$ cat src/rtl/cmd_issue_arbiter_if.sv
// Command-path types and the arbiter's buffer/tag/credit bundle toward the
// command buffers, tag buffer and PSL credit logic.
package cmd_issue_arbiter_pkg;
  typedef logic [3:0] arb_request_t;

  typedef struct packed {
    logic [7:0] tag;
    logic [3:0] cu_id;
    logic [1:0] cmd_type;
  } cu_cmd_t;

  typedef struct packed {
    cu_cmd_t     cmd;
    logic [31:0] address;
    logic [15:0] data;
  } cmd_payload_t;

  typedef struct packed {
    logic [12:0] command;
    logic [7:0]  tag;
    logic [11:0] size;
  } psl_cmd_t;

  typedef struct packed {
    logic         valid;
    psl_cmd_t     cmd;
    cmd_payload_t payload;
  } cmd_buffer_line_t;
endpackage

interface cmd_issue_arbiter_if #(
  parameter int CREDIT_W = 9,
  parameter int NUM_REQ  = 4
);
  import cmd_issue_arbiter_pkg::*;

  logic                enabled_in;
  logic [7:0]          init_credits_in;
  logic                credit_return_in;
  arb_request_t        request_in;
  cmd_buffer_line_t    cmd_buffer_in [NUM_REQ];
  logic                tag_valid_in;
  logic [7:0]          tag_in;
  logic                tag_pop_out;
  logic [NUM_REQ-1:0]  grant_out;
  cmd_buffer_line_t    command_out;
  logic [CREDIT_W-1:0] credits_out;
  logic                credit_error_out;

  modport master (
    input  enabled_in, init_credits_in, credit_return_in, request_in,
           cmd_buffer_in, tag_valid_in, tag_in,
    output tag_pop_out, grant_out, command_out, credits_out, credit_error_out
  );

  modport slave (
    output enabled_in, init_credits_in, credit_return_in, request_in,
           cmd_buffer_in, tag_valid_in, tag_in,
    input  tag_pop_out, grant_out, command_out, credits_out, credit_error_out
  );
endinterface

$ cat src/rtl/cmd_issue_arbiter.sv
// PSL command issue arbiter: restart strict priority, wed/write/read fixed
// priority, or round-robin when CMD_ARB_ROUND_ROBIN_EN is defined; credit tracking.
module cmd_issue_arbiter #(
  parameter int CREDIT_W = 9,
  parameter int NUM_REQ  = 4
) (
  input logic              clock,
  input logic              reset,
  cmd_issue_arbiter_if.master bus
);
  import cmd_issue_arbiter_pkg::*;

  typedef enum logic [1:0] {ST_RESET, ST_INIT, ST_ARBITRATE, ST_IDLE} state_t;

  state_t              state;
  logic [CREDIT_W-1:0] credits;
  logic [CREDIT_W-1:0] ceiling;
  logic                credit_error;
  cmd_buffer_line_t    command_p1;
  logic [NUM_REQ-1:0]  eligible;
  logic [1:0]          sel;
  logic [1:0]          slot;
  logic [1:0]          rr_ptr;
  logic                found;
  logic                can_issue;
  logic                issue;

  function automatic logic [CREDIT_W-1:0] next_credits(
    input logic [CREDIT_W-1:0] cur,
    input logic [CREDIT_W-1:0] ceil,
    input logic                take,
    input logic                give
  );
    if (take && !give) return cur - CREDIT_W'(1);
    if (give && !take && cur != ceil) return cur + CREDIT_W'(1);
    return cur;
  endfunction

  // Non-restart positions are 1..3; slot k counts forward from the pointer.
  function automatic logic [1:0] rr_slot(input logic [1:0] ptr, input logic [1:0] k);
    logic [2:0] s;
    s = {1'b0, ptr} + {1'b0, k};
    return (s > 3'd3) ? 2'(s - 3'd3) : s[1:0];
  endfunction

  always_comb begin
    for (int i = 0; i < NUM_REQ; i++)
      eligible[i] = bus.request_in[i] & bus.cmd_buffer_in[i].valid;
  end

  always_comb begin
    sel   = 2'd0;
    slot  = 2'd0;
    found = 1'b0;
    if (eligible[0]) begin
      found = 1'b1;
    end else begin
      for (int k = 0; k < 3; k++) begin
        slot = rr_slot(rr_ptr, 2'(k));
        if (!found && eligible[slot]) begin
          sel   = slot;
          found = 1'b1;
        end
      end
    end
  end

  // enabled_in gates combinationally so a falling enable blocks issue at once.
  assign can_issue = (state == ST_ARBITRATE) && bus.enabled_in &&
                     (credits != '0) && bus.tag_valid_in;
  assign issue     = can_issue && found;

  assign bus.grant_out        = issue ? (NUM_REQ'(1) << sel) : '0;
  assign bus.tag_pop_out      = issue;
  assign bus.command_out      = command_p1;
  assign bus.credits_out      = credits;
  assign bus.credit_error_out = credit_error;

`ifdef CMD_ARB_ROUND_ROBIN_EN
  always_ff @(posedge clock or posedge reset) begin
    if (reset) begin
      rr_ptr <= 2'd1;
    end else if (issue && sel != 2'd0) begin
      rr_ptr <= (sel == 2'd3) ? 2'd1 : sel + 2'd1;
    end
  end
`else
  assign rr_ptr = 2'd1;
`endif

  always_ff @(posedge clock or posedge reset) begin
    if (reset) begin
      state        <= ST_RESET;
      credits      <= '0;
      ceiling      <= '0;
      credit_error <= 1'b0;
      command_p1   <= '0;
    end else begin
      // p1: granted head with the fresh tag stamped into both tag fields
      command_p1 <= '0;
      if (issue) begin
        command_p1                 <= bus.cmd_buffer_in[sel];
        command_p1.cmd.tag         <= bus.tag_in;
        command_p1.payload.cmd.tag <= bus.tag_in;
        command_p1.valid           <= 1'b1;
      end
      case (state)
        ST_RESET: begin
          if (bus.enabled_in) state <= ST_INIT;
        end
        ST_INIT: begin
          credits <= {{(CREDIT_W-8){1'b0}}, bus.init_credits_in};
          ceiling <= {{(CREDIT_W-8){1'b0}}, bus.init_credits_in};
          state   <= ST_ARBITRATE;
        end
        ST_ARBITRATE: begin
          credits <= next_credits(credits, ceiling, issue, bus.credit_return_in);
          if (bus.credit_return_in && !issue && credits == ceiling)
            credit_error <= 1'b1;
          if (!bus.enabled_in) state <= ST_IDLE;
        end
        ST_IDLE: begin
          if (bus.enabled_in) state <= ST_ARBITRATE;
        end
        default: state <= ST_RESET;
      endcase
    end
  end
endmodule

$ cat src/flat_wrapper.sv
// flat-port wrapper written by rule: the top's interface ports become plain ports
module cmd_issue_arbiter_flat import cmd_issue_arbiter_pkg::*;
#(
  parameter int CREDIT_W = 9,
  parameter int NUM_REQ  = 4
)
  (clock, reset, bus_enabled_in, bus_init_credits_in, bus_credit_return_in, bus_request_in, bus_cmd_buffer_in, bus_tag_valid_in, bus_tag_in, bus_tag_pop_out, bus_grant_out, bus_command_out, bus_credits_out, bus_credit_error_out);
  cmd_issue_arbiter_if #(.CREDIT_W(CREDIT_W), .NUM_REQ(NUM_REQ)) bus_i ();
  input logic clock;
  input logic reset;
  input wire logic [$bits(bus_i.enabled_in)-1:0] bus_enabled_in;
  input wire logic [$bits(bus_i.init_credits_in)-1:0] bus_init_credits_in;
  input wire logic [$bits(bus_i.credit_return_in)-1:0] bus_credit_return_in;
  input wire logic [$bits(bus_i.request_in)-1:0] bus_request_in;
  input wire logic [$bits(bus_i.cmd_buffer_in)-1:0] bus_cmd_buffer_in;
  input wire logic [$bits(bus_i.tag_valid_in)-1:0] bus_tag_valid_in;
  input wire logic [$bits(bus_i.tag_in)-1:0] bus_tag_in;
  output wire logic [$bits(bus_i.tag_pop_out)-1:0] bus_tag_pop_out;
  output wire logic [$bits(bus_i.grant_out)-1:0] bus_grant_out;
  output wire logic [$bits(bus_i.command_out)-1:0] bus_command_out;
  output wire logic [$bits(bus_i.credits_out)-1:0] bus_credits_out;
  output wire logic [$bits(bus_i.credit_error_out)-1:0] bus_credit_error_out;
  assign bus_i.enabled_in = bus_enabled_in;
  assign bus_i.init_credits_in = bus_init_credits_in;
  assign bus_i.credit_return_in = bus_credit_return_in;
  assign bus_i.request_in = bus_request_in;
  assign bus_i.cmd_buffer_in = {>>{bus_cmd_buffer_in}};
  assign bus_i.tag_valid_in = bus_tag_valid_in;
  assign bus_i.tag_in = bus_tag_in;
  assign bus_tag_pop_out = bus_i.tag_pop_out;
  assign bus_grant_out = bus_i.grant_out;
  assign bus_command_out = bus_i.command_out;
  assign bus_credits_out = bus_i.credits_out;
  assign bus_credit_error_out = bus_i.credit_error_out;
  cmd_issue_arbiter #(.CREDIT_W(CREDIT_W), .NUM_REQ(NUM_REQ)) u_core (.clock(clock), .reset(reset), .bus(bus_i));
endmodule
$ cat config.mk
export PLATFORM = sky130hd
export DESIGN_NAME = cmd_issue_arbiter_flat
export DESIGN_NICKNAME = d
export VERILOG_FILES = /design/src/rtl/cmd_issue_arbiter_if.sv /design/src/rtl/cmd_issue_arbiter.sv /design/src/flat_wrapper.sv
export SDC_FILE = /design/constraint.sdc
export NUM_CORES = 1
export LEC_CHECK = 0
export CAP_MARGIN = 20
export CORE_AREA = 4 4 200 202
export CTS_CLUSTER_DIAMETER = 100
export CTS_CLUSTER_SIZE = 30
export DETAILED_ROUTE_END_ITERATION = 16
export DIE_AREA = 0 0 204 206
export PLACE_DENSITY_LB_ADDON = 0.12
export RECOVER_POWER = 25
export SLEW_MARGIN = 20
export SYNTH_ARGS = -nofsm -noshare
export SYNTH_HDL_FRONTEND = slang
export SYNTH_SLANG_ARGS = --single-unit
$ cat constraint.sdc
create_clock -name clock -period 5.85 [get_ports clock]
set_clock_uncertainty 0.2 [all_clocks]
set_input_delay 0.585 -clock clock [delete_from_list [all_inputs] [get_ports clock]]
set_output_delay 0.585 -clock clock [all_outputs]
set_load 0.05 [all_outputs]
==> results.json, run 1 <==
{
  "hp-start": "u_core.bus.credit_error_out",
  "die-area_um2": 42000,
  "ioPinCount": 520,
  "drv_slew": 113,
  "syn-num-nets": 970,
  "fin_cells": 1501,
  "fin_ws_ns": 1.45,
  "cts_setup_buffers": 0,
  "whs_ns": 0.299,
  "seq_area_frac_synth_pct": 49.7,
  "timing.fmax_ghz": 0.227,
  "critPathRequiredTime_ns": 5.07,
  "synthCells": 559,
  "hp-class": "reg2reg",
  "grt_use_total_pct": 13.6,
  "fin_util_pct": 28.0,
  "coreArea_um2": 38300,
  "slew_headroom_pct": -46.7,
  "post_cts_resize_count": 0,
  "r2r-end": "u_core.bus.credits_out[0]",
  "via_count": 6306,
  "seqCellArea_um2": 2700,
  "nets": 1389,
  "rsz0062_at_grt": "false",
  "overflow": 0,
  "die_w_um": 204,
  "grt_pass1_vias": 6690,
  "place_ws_ns": 1.60,
  "cts_sinks": 108,
  "routed_via_density": 4.20,
  "timing.final.crit_share_pct": 75.2,
  "async_flop_share_pct": 100,
  "crit_type": "reg2out",
  "setup_viol": 0,
  "synth_seq_cells": 108,
  "arrival_ns": 3.61,
  "synth_ff_type": "dfrtp_1",
  "end_kind": "primary output",
  "cts_buffer_depth": 2,
  "cts_hold_buf": 0,
  "drc_errors": 0,
  "synth_edf_count": 0,
  "critical_path.max_fanout": 42,
  "dp_hpwl_mm": 23.2,
  "finalSetupTns_ns": 0,
  "ant_nets": 0,
  "wl_per_cell_um": 20.3,
  "hold_violations": 0,
  "multi_input_area_um2": 2430,
  "period_needed_ns": 4.40,
  "powerDensity_nw_per_um2": 205,
  "leakagePower_nw": 4.19,
  "place.gp.congestion": 0.732,
  "routed_wl_mm": 30.4,
  "cts_max_level": 3,
  "maxCapViolCount": 3,
  "holdPathEnd": "u_core.bus.credit_error_out",
  "violations": "max-capacitance violations, max-slew violations",
  "fillers": 4125,
  "numPortBuffers": 455,
  "place_inst": 1485,
  "antenna_found_initial": 0,
  "status": "finished, violations left",
  "startpoint_type": "flop",
  "start_util_pct": 14.2,
  "hold_path_depth": 1,
  "ir_drop_uv": 128,
  "drtIter0Drc": 674,
  "clk_pin_slew_ns": 0.08,
  "firstDrtPassIters": 8,
  "syn-cell-area_um2": 5440,
  "fp-row-count": 72,
  "cts-buffers-inserted": 9,
  "syn_area_per_cell_um2": 9.72,
  "ys_warn_count": 0,
  "r2r_cells": 8,
  "grt_pass1_wl_mm": 42.7,
  "area_growth_pct": 97.3,
  "clk_latency_ns": 0.37,
  "rr_startpoint": "u_core.bus.credits_out[0]",
  "antennaDiodeCount": 0,
  "layout-drive-gt1-share_pct": 3.97,
  "die_h_um": 206,
  "synthDistinctLibCells": 44,
  "root_buffer": "clkbuf_16",
  "grt_max_degree": 50,
  "reg2reg_slack_ns": 2.67,
  "cts_tree": "done",
  "worst_pin_slew_ns": 2.20
}
-- synthesized netlist by cell type, types with 2 or more instances --
library cell	instances	area (um^2)
nand2_1	120	450
dfrtp_1	108	2700
a21oi_1	82	410
a222oi_1	79	791
clkbuf_1	35	131
nand3_1	13	65.1
xnor2_1	13	114
buf_2	11	55.1
and2_1	10	62.6
buf_4	9	67.6
inv_1	8	30.0
nor3_1	8	40.0
nor2_1	7	26.3
buf_6	5	56.3
o21ai_0	5	25.0
xor2_1	5	43.8
nor4_1	4	25.0
a32o_1	3	30.0
and3_1	3	18.8
a32oi_1	2	17.5
ha_1	2	25.0
nand4_1	2	12.5
o21a_1	2	15.0
o32a_1	2	20.0
or4_1	2	15.0
-- flip-flops by register name (all words and copies together), names as in the netlist --
| name | flops |
|---|---|
| u_core.bus.command_out | 88 |
| u_core.ceiling | 8 |
| u_core.bus.credit_error_out | 1 |
| u_core.state | 2 |
| u_core.bus.credits_out | 9 |
-- layout by cell type, fill, tap and decap left out, types with 8 or more instances in the layout --
cell type,synthesis,final
clkbuf_16,0,9
buf_4,9,11
and2_1,10,10
a222oi_1,79,79
nor3_1,8,8
a21oi_1,82,81
xnor2_1,13,13
dfrtp_1,108,108
nand3_1,13,13
nand2_1,120,119
clkdlybuf4s50_1,0,453
-- how the worst max path moves through the flow --
stage | cells past startpoint | end | start | slack, ns
floorplan | 8 | bus_grant_out[2] | u_core.bus.credits_out[0] | 2.08
global placement | 7 | bus_grant_out[3] | bus_request_in[0] | 1.59
detailed placement | 7 | bus_grant_out[3] | bus_request_in[0] | 1.60
CTS | 8 | bus_grant_out[3] | u_core.bus.credits_out[0] | 1.34
global route | 3 | u_core.bus.command_out[26] | reset | 1.07
finish | 8 | bus_grant_out[3] | u_core.bus.credits_out[0] | 1.45
-- layer usage --
metal | global-route usage, % | part of all wire (%) | vias up
met4 | 4.38 | 1.9 | 0
met2 | 24.0 | 51 | 322
met5 | 0 | 0 | -
met3 | 4.71 | 9.1 | 28
li1 | - | - | 2956
met1 | 15.5 | 38 | 3000
-- stage by stage --
| step | area (um^2) | total power [mW] |
|---|---|---|
| after global placement | 10500 | 1.61 |
| after floorplan | 5440 | 1.22 |
| after detailed placement | 10500 | 1.61 |
| after CTS | 10700 | 2.25 |
| after global routing | 10700 | 2.32 |
| final | 10700 | 2.19 |
-- cell type report --
class	instances	share of cell area [%]
multi-input cells	383	22.6
repair buffers	468	43.3
clock buffers	11	2.17
well taps	518	6.04
clock inverters	5	0.338
inverters	8	0.292
flip-flops and latches	108	25.2
-- cells by family (layout without fill, tap and decap cells) --
logic type      Yosys count  after routing  share of synthesized area, %
buf+inv                  68            492                          6.26
xor+xnor                 19             19                          3.20
simple gates            177            177                          14.5
mux                       1              1                         0.184
flops                   108            108                          49.7
compound gates          184            184                          25.7
fa+ha+maj                 2              2                         0.460
-- where the power goes --
part	internal, mW	switching [mW]
registers	0.783	0.0566
logic	0.376	0.370
clock network	0.291	0.316
total	1.45	0.743
-- worst max-delay path, stage by stage, from the launching register on --
cell             delay [ns]
dfrtp_1                0.47
inv_1                  0.15
ha_1                   0.22
or3b_4                 0.41
nor3b_2                0.20
or2_4                  0.51
inv_1                  0.35
and2_1                 0.23
clkdlybuf4s50_1        0.69
(Power assumes the default switching activity.)
==> run 2, diff against run 1 <==
==> constraint.sdc (replaced) <==
create_clock -name clock -period 4.4 [get_ports clock]
set_clock_uncertainty 0.2 [all_clocks]
set_input_delay 0.44 -clock clock [delete_from_list [all_inputs] [get_ports clock]]
set_output_delay 0.44 -clock clock [all_outputs]
set_load 0.05 [all_outputs]
==> results.json, run 2 (same netlist as run 1, synthesis figures left out) <==
{
  "r2r_cells": 8,
  "nets": 1388,
  "ir_drop_uv": 151,
  "most-common-layout-cells": "clkdlybuf4s50_1 (452), nand2_1 (119), dfrtp_1 (108)",
  "dp_hpwl_mm": 22.7,
  "critPathSlowestCell": "clkdlybuf4s50_1",
  "period_needed_ns": 3.90,
  "slew_headroom_pct": -83.3,
  "cts-buffers-inserted": 9,
  "p_sw_mw": 0.974,
  "cpPeakStageDelay_ns": 0.75,
  "place.gp.congestion": 0.767,
  "die_h_um": 206,
  "path_common_cell": "inv_1",
  "setup_viol": 0,
  "r2r-end": "u_core.bus.credits_out[0]",
  "die_w_um": 204,
  "routed_via_density": 4.16,
  "via_count": 6237,
  "ant_nets": 0,
  "ioPinCount": 520,
  "cts_sinks": 108,
  "start_util_pct": 14.2,
  "critPathRequiredTime_ns": 3.76,
  "die-area_um2": 42000,
  "timing.fmax_ghz": 0.256,
  "hp-class": "reg2reg",
  "grt_pass1_wl_mm": 42.7,
  "cts_setup_buffers": 0,
  "worst_pin_slew_ns": 2.73,
  "whs_ns": 0.279,
  "drtIter0Drc": 590,
  "crit_family": "simple AND/OR/NAND/NOR gates",
  "switching_share_pct": 32.6,
  "reg2reg_slack_ns": 1.26,
  "crit_buf_inv": 3,
  "worstPathCellList": "inv_1 > ha_1 > or3b_4 > nor3b_2 > or2_4 > inv_1 > clkdlybuf4s50_1",
  "clk_latency_ns": 0.36,
  "grt_use_total_pct": 13.5,
  "power.internal_mw": 2.01,
  "cts_hold_buf": 0,
  "overflow": 0,
  "violations": "max-capacitance violations, max-slew violations",
  "post_dp_cell_area_um2": 10500,
  "crit_type": "reg2out",
  "routed_wl_mm": 30.0,
  "drv_slew": 54,
  "drc_errors": 0,
  "p_comb_share_pct": 34.0,
  "wl_per_cell_um": 20.0,
  "root_buffer": "clkbuf_16",
  "grt_max_degree": 56,
  "antenna_found_initial": 0,
  "end_kind": "primary output",
  "fillers": 4068,
  "hold_path_depth": 1,
  "clkPwrFrac_pct": 28.9,
  "hold_violations": 0,
  "numPortBuffers": 455,
  "startpoint_type": "flop",
  "cts_max_level": 3,
  "post_cts_resize_count": 0,
  "area_growth_pct": 98.6,
  "fin_ws_ns": 0.501,
  "rr_startpoint": "u_core.bus.credits_out[1]",
  "finalSetupTns_ns": 0,
  "largest_reg_flops": 88,
  "grt_pass1_vias": 6538,
  "holdPathEnd": "u_core.bus.credit_error_out",
  "antennaDiodeCount": 0,
  "total_power_mw": 2.99,
  "final_common_cell": "clkdlybuf4s50_1",
  "fp-row-count": 72,
  "fin_area_um2": 10800,
  "critical_path.max_fanout": 42,
  "maxCapViolCount": 1,
  "timing.final.crit_share_pct": 88.6,
  "hp-start": "u_core.bus.credit_error_out",
  "status": "finished, violations left",
  "clk_pin_slew_ns": 0.08,
  "place_ws_ns": 0.764,
  "rsz0062_at_grt": "false",
  "arrival_ns": 3.26,
  "leakagePower_nw": 4.24,
  "powerDensity_nw_per_um2": 277,
  "cts_tree": "done",
  "coreArea_um2": 38300,
  "layout-drive-gt1-share_pct": 4.28,
  "cts_buffer_depth": 2,
  "firstDrtPassIters": 8,
  "pwr-share-seq_pct": 37.1
}
## run 2: how the worst max path moves through the flow
stage                                    from                to  slack, ns  cells past startpoint
floorplan           u_core.bus.credits_out[0]  bus_grant_out[2]       0.78                      8
global placement            bus_request_in[0]  bus_grant_out[2]       0.76                      6
detailed placement          bus_request_in[0]   bus_tag_pop_out       0.76                      6
CTS                 u_core.bus.credits_out[0]   bus_tag_pop_out       0.40                      7
global route        u_core.bus.credits_out[0]   bus_tag_pop_out       0.24                      7
finish              u_core.bus.credits_out[1]   bus_tag_pop_out       0.50                      7
## run 2: power by group through the flow
stage	clock network (mW)	logic [mW]	registers, mW
after floorplan	0	0.357	1.26
after global placement	0	1.03	1.13
after detailed placement	0	1.03	1.13
after CTS	0.918	1.03	1.11
after global routing	0.951	1.09	1.12
final	0.863	1.02	1.11
## run 2: cell type report
class                           instances  area [um^2]  share of cell area (%)
Clock buffer                           12          246                    2.28
Timing Repair Buffer                  467         4690                    43.4
Tap cell                              518          648                    6.00
Multi-Input combinational cell        383         2430                    22.5
Inverter                                8         31.3                   0.290
Sequential cell                       108         2700                    25.0
Clock inverter                          4         48.8                   0.452
## run 2: routing by layer
layer | up-vias | share of wire [%] | track usage [%]
li1 | 2951 | - | -
met5 | - | 0 | 0
met3 | 12 | 9.3 | 4.72
met2 | 305 | 51 | 23.8
met1 | 2969 | 39 | 15.9
met4 | 0 | 0.76 | 2.58
## run 2: metrics by stage
step           cells  utilization (%)
5_1_grt         1500             28.2
4_1_cts         1500             28.2
3_5_place_dp    1484             27.4
2_1_floorplan    559                -
3_3_place_gp    1484             27.4
6_report        1500             28.2
